[config.mk]
export PLATFORM = sky130hd
export DESIGN_NAME = i2c_sht_target
export DESIGN_NICKNAME = d
export VERILOG_FILES = /design/src/rtl/i2c_pkg.sv /design/src/rtl/sht_crc8.sv /design/src/rtl/i2c_sht_target.sv
export SDC_FILE = /design/constraint.sdc
export NUM_CORES = 1
export LEC_CHECK = 0
export BUFFER_PORTS_ARGS = -buffer_cell sky130_fd_sc_hd__buf_2
export CELL_PAD_IN_SITES_DETAIL_PLACEMENT = 1
export CELL_PAD_IN_SITES_GLOBAL_PLACEMENT = 1
export CORE_MARGIN = 2
export CORE_UTILIZATION = 45
export DETAILED_ROUTE_END_ITERATION = 8
export PLACE_DENSITY = 0.77
export SLEW_MARGIN = 30
export SYNTH_ARGS = -nofsm -noshare
export SYNTH_HDL_FRONTEND = slang
export SYNTH_SLANG_ARGS = --single-unit
[constraint.sdc]
create_clock -name clk -period 3.2 [get_ports clk]
set_input_delay 0 -clock clk [delete_from_list [all_inputs] [get_ports clk]]
set_output_delay 0 -clock clk [all_outputs]
set_load 0.005 [all_outputs]
[src/rtl/i2c_pkg.sv]
// Shared I2C target definitions: FSM state encoding, SHT40 CRC-8 constants
// and a bytewise CRC-8 helper used by sht_crc8.
package i2c_pkg;

    typedef enum logic [2:0] {
        ST_IDLE,
        ST_ADDR,
        ST_ADDR_ACK,
        ST_RX_BYTE,
        ST_RX_ACK,
        ST_TX_BYTE,
        ST_TX_ACK,
        ST_WAIT_STOP
    } i2c_state_e;

    localparam logic [7:0] CRC8_POLY  = 8'h31;
    localparam logic [7:0] CRC8_INIT  = 8'hFF;
    localparam logic [6:0] SHT40_ADDR = 7'h44;

    // MSB-first, non-reflected CRC-8 over one byte, no final XOR.
    function automatic logic [7:0] crc8_byte(input logic [7:0] crc, input logic [7:0] data);
        logic [7:0] c;
        c = crc ^ data;
        for (int i = 0; i < 8; i++) begin
            c = c[7] ? ({c[6:0], 1'b0} ^ CRC8_POLY) : {c[6:0], 1'b0};
        end
        return c;
    endfunction

endpackage

[src/rtl/sht_crc8.sv]
// Bytewise CRC-8 accumulator (SHT4x flavour): clear reloads the init value,
// byte_vld folds one byte into the running CRC.
module sht_crc8
    import i2c_pkg::*;
(
    input  logic       clk,
    input  logic       rst_n,
    input  logic       clr,
    input  logic       byte_vld,
    input  logic [7:0] data_in,
    output logic [7:0] crc_out
);

    logic [7:0] crc_q, crc_d;

    always_comb begin
        crc_d = crc_q;
        if (clr) begin
            crc_d = CRC8_INIT;
        end else if (byte_vld) begin
            crc_d = crc8_byte(crc_q, data_in);
        end
    end

    always_ff @(posedge clk or negedge rst_n) begin
        if (!rst_n) begin
            crc_q <= CRC8_INIT;
        end else begin
            crc_q <= crc_d;
        end
    end

    assign crc_out = crc_q;

endmodule

[src/rtl/i2c_sht_target.sv]
// I2C target responder for the SHT40-style master: START/STOP decode, address
// match, write capture and open-drain read serialisation. Define
// I2C_TARGET_CRC_EN to append a CRC-8 byte after every two read data bytes.
module i2c_sht_target
    import i2c_pkg::*;
#(
    parameter logic [6:0] TARGET_ADDR = SHT40_ADDR,
    parameter int         SYNC_STAGES = 2
) (
    input  logic       clk,
    input  logic       rst_n,
    input  logic       Scl_In,
    input  logic       Sda_In,
    output logic       Sda_Drive_Low,
    output logic [7:0] Cmd_Data,
    output logic       Cmd_Valid,
    input  logic [7:0] Tx_Byte,
    output logic       Tx_Next,
    output logic       Busy,
    output logic       Read_Active,
    output logic       Nack_Seen
);

    logic [SYNC_STAGES-1:0] scl_sync_q, scl_sync_d;
    logic [SYNC_STAGES-1:0] sda_sync_q, sda_sync_d;
    logic                   scl_prev_q, sda_prev_q;
    logic                   scl_s, sda_s;
    logic                   scl_rise, scl_fall, start_det, stop_det;

    i2c_state_e state_q, state_d;
    logic [3:0] cnt_q, cnt_d;
    logic [7:0] sh_q, sh_d;
    logic [7:0] tx_sh_q, tx_sh_d;
    logic       rw_q, rw_d;
    logic       ack_on_q, ack_on_d;
    logic       sda_low_q, sda_low_d;
    logic [7:0] cmd_data_q, cmd_data_d;
    logic       cmd_valid_q, cmd_valid_d;
    logic       tx_next_q, tx_next_d;
    logic       busy_q, busy_d;
    logic       rd_act_q, rd_act_d;
    logic       nack_q, nack_d;
    logic [7:0] shifted;
    logic [7:0] next_byte;
    logic       load;

    assign scl_sync_d = {scl_sync_q[SYNC_STAGES-2:0], Scl_In};
    assign sda_sync_d = {sda_sync_q[SYNC_STAGES-2:0], Sda_In};
    assign scl_s      = scl_sync_q[SYNC_STAGES-1];
    assign sda_s      = sda_sync_q[SYNC_STAGES-1];
    assign scl_rise   = scl_s & ~scl_prev_q;
    assign scl_fall   = ~scl_s & scl_prev_q;
    assign start_det  = scl_s & scl_prev_q & sda_prev_q & ~sda_s;
    assign stop_det   = scl_s & scl_prev_q & ~sda_prev_q & sda_s;
    assign shifted    = {sh_q[6:0], sda_s};

`ifdef I2C_TARGET_CRC_EN
    logic [1:0] phase_q, phase_d;
    logic       crc_clr, crc_vld;
    logic [7:0] crc_val;

    sht_crc8 u_crc (
        .clk      (clk),
        .rst_n    (rst_n),
        .clr      (crc_clr),
        .byte_vld (crc_vld),
        .data_in  (Tx_Byte),
        .crc_out  (crc_val)
    );

    // Third byte of each group is the CRC of the two data bytes before it.
    assign next_byte = (phase_q == 2'd2) ? crc_val : Tx_Byte;
`else
    assign next_byte = Tx_Byte;
`endif

    always_comb begin
        state_d     = state_q;
        cnt_d       = cnt_q;
        sh_d        = sh_q;
        tx_sh_d     = tx_sh_q;
        rw_d        = rw_q;
        ack_on_d    = ack_on_q;
        sda_low_d   = sda_low_q;
        cmd_data_d  = cmd_data_q;
        cmd_valid_d = 1'b0;
        tx_next_d   = 1'b0;
        busy_d      = busy_q;
        rd_act_d    = rd_act_q;
        nack_d      = 1'b0;
        load        = 1'b0;
`ifdef I2C_TARGET_CRC_EN
        phase_d     = phase_q;
        crc_clr     = 1'b0;
        crc_vld     = 1'b0;
`endif

        if (stop_det) begin
            state_d   = ST_IDLE;
            cnt_d     = '0;
            ack_on_d  = 1'b0;
            sda_low_d = 1'b0;
            busy_d    = 1'b0;
            rd_act_d  = 1'b0;
        end else if (start_det) begin
            state_d   = ST_ADDR;
            cnt_d     = '0;
            ack_on_d  = 1'b0;
            sda_low_d = 1'b0;
            busy_d    = 1'b0;
            rd_act_d  = 1'b0;
`ifdef I2C_TARGET_CRC_EN
            phase_d   = '0;
            crc_clr   = 1'b1;
`endif
        end else begin
            case (state_q)
                ST_ADDR: begin
                    if (scl_rise) begin
                        sh_d  = shifted;
                        cnt_d = cnt_q + 4'd1;
                        if (cnt_q == 4'd7) begin
                            cnt_d = '0;
                            if (shifted[7:1] == TARGET_ADDR) begin
                                state_d  = ST_ADDR_ACK;
                                rw_d     = shifted[0];
                                busy_d   = 1'b1;
                                rd_act_d = shifted[0];
                            end else begin
                                state_d = ST_WAIT_STOP;
                            end
                        end
                    end
                end
                ST_ADDR_ACK, ST_RX_ACK: begin
                    if (scl_fall) begin
                        if (!ack_on_q) begin
                            sda_low_d = 1'b1;
                            ack_on_d  = 1'b1;
                        end else if (state_q == ST_ADDR_ACK && rw_q) begin
                            // The ACK-ending fall is also where read bit 7 must appear.
                            ack_on_d  = 1'b0;
                            load      = 1'b1;
                            sda_low_d = ~next_byte[7];
                            tx_sh_d   = {next_byte[6:0], 1'b0};
                            cnt_d     = 4'd1;
                            state_d   = ST_TX_BYTE;
                        end else begin
                            ack_on_d  = 1'b0;
                            sda_low_d = 1'b0;
                            cnt_d     = '0;
                            state_d   = ST_RX_BYTE;
                        end
                    end
                end
                ST_RX_BYTE: begin
                    if (scl_rise) begin
                        sh_d  = shifted;
                        cnt_d = cnt_q + 4'd1;
                        if (cnt_q == 4'd7) begin
                            cnt_d       = '0;
                            cmd_data_d  = shifted;
                            cmd_valid_d = 1'b1;
                            state_d     = ST_RX_ACK;
                        end
                    end
                end
                ST_TX_BYTE: begin
                    if (scl_fall) begin
                        if (cnt_q == 4'd8) begin
                            sda_low_d = 1'b0;
                            cnt_d     = '0;
                            state_d   = ST_TX_ACK;
                        end else begin
                            sda_low_d = ~tx_sh_q[7];
                            tx_sh_d   = {tx_sh_q[6:0], 1'b0};
                            cnt_d     = cnt_q + 4'd1;
                        end
                    end
                end
                ST_TX_ACK: begin
                    if (scl_rise) begin
                        if (!sda_s) begin
                            load    = 1'b1;
                            tx_sh_d = next_byte;
                            cnt_d   = '0;
                            state_d = ST_TX_BYTE;
                        end else begin
                            nack_d   = 1'b1;
                            busy_d   = 1'b0;
                            rd_act_d = 1'b0;
                            state_d  = ST_WAIT_STOP;
                        end
                    end
                end
                ST_WAIT_STOP: begin
                    sda_low_d = 1'b0;
                end
                default: begin
                    sda_low_d = 1'b0;
                end
            endcase
        end

        if (load) begin
`ifdef I2C_TARGET_CRC_EN
            if (phase_q == 2'd2) begin
                phase_d = '0;
                crc_clr = 1'b1;
            end else begin
                phase_d   = phase_q + 2'd1;
                crc_vld   = 1'b1;
                tx_next_d = 1'b1;
            end
`else
            tx_next_d = 1'b1;
`endif
        end
    end

    always_ff @(posedge clk or negedge rst_n) begin
        if (!rst_n) begin
            scl_sync_q  <= '1;
            sda_sync_q  <= '1;
            scl_prev_q  <= 1'b1;
            sda_prev_q  <= 1'b1;
            state_q     <= ST_IDLE;
            cnt_q       <= '0;
            sh_q        <= '0;
            tx_sh_q     <= '0;
            rw_q        <= 1'b0;
            ack_on_q    <= 1'b0;
            sda_low_q   <= 1'b0;
            cmd_data_q  <= '0;
            cmd_valid_q <= 1'b0;
            tx_next_q   <= 1'b0;
            busy_q      <= 1'b0;
            rd_act_q    <= 1'b0;
            nack_q      <= 1'b0;
        end else begin
            scl_sync_q  <= scl_sync_d;
            sda_sync_q  <= sda_sync_d;
            scl_prev_q  <= scl_s;
            sda_prev_q  <= sda_s;
            state_q     <= state_d;
            cnt_q       <= cnt_d;
            sh_q        <= sh_d;
            tx_sh_q     <= tx_sh_d;
            rw_q        <= rw_d;
            ack_on_q    <= ack_on_d;
            sda_low_q   <= sda_low_d;
            cmd_data_q  <= cmd_data_d;
            cmd_valid_q <= cmd_valid_d;
            tx_next_q   <= tx_next_d;
            busy_q      <= busy_d;
            rd_act_q    <= rd_act_d;
            nack_q      <= nack_d;
        end
    end

`ifdef I2C_TARGET_CRC_EN
    always_ff @(posedge clk or negedge rst_n) begin
        if (!rst_n) begin
            phase_q <= '0;
        end else begin
            phase_q <= phase_d;
        end
    end
`endif

    assign Sda_Drive_Low = sda_low_q;
    assign Cmd_Data      = cmd_data_q;
    assign Cmd_Valid     = cmd_valid_q;
    assign Tx_Next       = tx_next_q;
    assign Busy          = busy_q;
    assign Read_Active   = rd_act_q;
    assign Nack_Seen     = nack_q;

endmodule
==> results.cfg <==
[sta]
period_needed_ns = 2.56
max-slew-margin-rel_pct = 63.9
fin_worst_skew_ns = 0.00902
max_clock_freq_ghz = 0.391
hold_viol_final = 0
fin_crit_sh_pct = 79.9
whs_ns = 0.166
setup_slack_ns = 0.645
setup_viol = 0
tightest_slew_ns = 0.542
slew_violations = 0
rsz0062_at_grt = no
setup_tns_ns = 0

[synthesis]
synth.avg_cell_area_um2 = 10.2
synth_fp_nets = 248
synth_seq_cells = 44
ys.warnings.count = 0
synth_cells = 234
ys_seq_area_share_pct = 46.5
synth_ff_type = dfrtp_1
synthArstFlopShare_pct = 100
synth_area_mm2 = 0.00238
synth_edf_count = 0
ys_types = 45

[final_layout]
antennaDiodeCount = 0
final_common_cell = dfrtp_1
layout_common_cells = dfrtp_1, buf_2, mux2_2
layout.nets = 279
post-route-util_pct = 53.8
area_delta_synth_final_pct = 15.3
num-fill-cells = 611
layout-drive-gt1-share_pct = 27.4

[pwr]
seqPwrFrac_pct = 37.0
p_comb_share_pct = 47.0
swShare_pct = 39.4
total_leakage_power_nw = 1.25
power.density_mw_per_mm2 = 854
totalPowerFinal_mw = 2.35
p_int_mw = 1.42
ir_worst_vdd_mv = 0.561
p_clk_share_pct = 16.0
p_sw_uw = 924

[detailed_routing]
vias = 1931
final_antenna_net_count = 0
drt_iter0_drc = 59
routed_wl_um = 5610
post-route-drc-count = 0
drtPass1Iterations = 4
viasPerCell = 5.75
wire_per_inst_um = 16.7

[run_status]
status = finished, final reports clean

[worst_hold_path]
hold_path.class = in -> reg
hold_start = Tx_Byte[5]

[flow_run]
drv_cap = 0

[clock_tree]
cts.path.max_buffers = 2
post_cts_buffers = 0
cts.repair.resized = 0
root_buffer = clkbuf_8
cts_tree = yes
h-tree-depth = 2
cts_buffers = 5
numClockSinks = 44
clock_insertion_delay_worst_skew_ns = 0.30
path_clk_slew_ns = 0.08

[grt]
grt_start_max_net_pins = 45
grt_pass1_wl_um = 9560
track_usage_pct = 20.4
grt_overflow = 0
antenna_found_initial = 0
grt_pass1_vias = 1912

[setup_path]
cp_max_fo = 15
path_class = reg -> reg
r2r_slack_ns = 0.64
startpoint_type = flop
cp.required_ns = 3.38
arrival_ns = 2.74
worstSetupEndpointType = flop
worstReg2RegStart = sda_sync_q[1]$_DFF_PN1_
crit_start = sda_sync_q[1]$_DFF_PN1_

[die]
start_util_pct = 46.7
die_area_mm2 = 0.00590
coreArea_mm2 = 0.00511
rows = 26
ioPinCount = 26
fp.dieW_um = 76.8
die_y_um = 76.8

[placed_design]
place.gp.congestion = 0.801
hpwl_um = 3940
portBuffers = 25
place_ws_ns = 0.645
## logic make-up after synthesis
group	synth area share, %
adder cells (fa/ha/maj)	1.47
XOR/XNOR	0.735
flip-flops	46.5
multiplexers	15.1
AO/OA/AOI/OAI	18.6
buffers and inverters	4.15
AND/OR/NAND/NOR	13.4
## Yosys cell counts (2+ instances only)
library cell   n  area [µm²]
or4b_1         2        20.0
nor2b_1        5        31.3
nor2_1        12        45.0
ha_1           2        25.0
o32ai_1        2        17.5
a31oi_1        3        18.8
o211ai_1       5        37.5
nor3_1         3        15.0
mux2_2        23         259
o22ai_1       11        68.8
mux2i_1        9        90.1
a211oi_1       2        15.0
clkbuf_1      10        37.5
inv_1         13        48.8
nand2b_1       7        43.8
o21ai_0       16        80.1
dfrtp_1       38         951
nand2_1       15        56.3
and3_1         2        12.5
buf_1          2        7.51
a22o_1         6        52.6
nand3b_1       2        15.0
nand3_1        8        40.0
a21oi_1       10        50.1
dfstp_2        6         158
## critical path, cell delays in order (launching register included)
cell	delay, ns
dfstp_2	0.69
xor2_1	0.13
nor2b_1	0.21
or4_4	0.55
a211oi_4	0.48
mux2_2	0.40
## metal layers
metal | vias to the layer above | part of all wire (%) | GRT usage [%]
met5 | - | 0 | 0
met4 | 0 | 1.2 | 6.00
met3 | 7 | 3.5 | 3.53
met2 | 33 | 50 | 35.0
met1 | 980 | 45 | 26.5
li1 | 911 | - | -
## layout make-up
type	count	area, µm²	area share [%]
clock buffer	8	100	3.64
tap	70	87.6	3.19
multi-input combinational	164	1180	42.8
timing repair buffer	37	228	8.28
sequential	44	1110	40.3
inverter	13	48.8	1.78
## repair_timing
action / 4_1_cts / 5_1_grt
endpoints found under the setup margin: 0 / 0
hold endpoints to repair: 41 / 0
hold buffers: 4 / 0
## metrics by stage
stage	instance area, µm²	std cells
floorplan	2380	234
global placement	2610	324
detailed placement	2610	324
CTS	2750	336
global route	2750	336
finish	2750	336
## power groups by stage
stage	registers, mW	logic (mW)	clock network, mW
2_1_floorplan	0.791	0.869	0
3_3_place_gp	0.870	1.06	0
3_5_place_dp	0.881	1.10	0
4_1_cts	0.869	1.12	0.388
5_1_grt	0.897	1.22	0.412
6_report	0.868	1.10	0.376
## final timing paths
| path | to | cells after the start |
|---|---|---|
| worst max-delay path | tx_sh_q[5]$_DFFE_PN0P_ | 5 |
| worst min-delay path | tx_sh_q[6]$_DFFE_PN0P_ | 4 |
| worst max register to register | tx_sh_q[5]$_DFFE_PN0P_ | 5 |
| worst min register to register | scl_sync_q[1]$_DFF_PN1_ | 0 |
| max in group asynchronous | sda_prev_q$_DFF_PN1_ | 2 |
| min in group asynchronous | tx_sh_q[0]$_DFFE_PN0P_ | 2 |
## registers in the layout, summed over array words and instances, names as in the netlist, 2 cells and up
| signal | cells |
|---|---|
| cnt_q | 4 |
| scl_sync_q | 2 |
| sh_q | 7 |
| state_q | 3 |
| sda_sync_q | 2 |
| tx_sh_q | 8 |
| Cmd_Data | 8 |
Note: power is estimated with default switching activity, not from simulation.
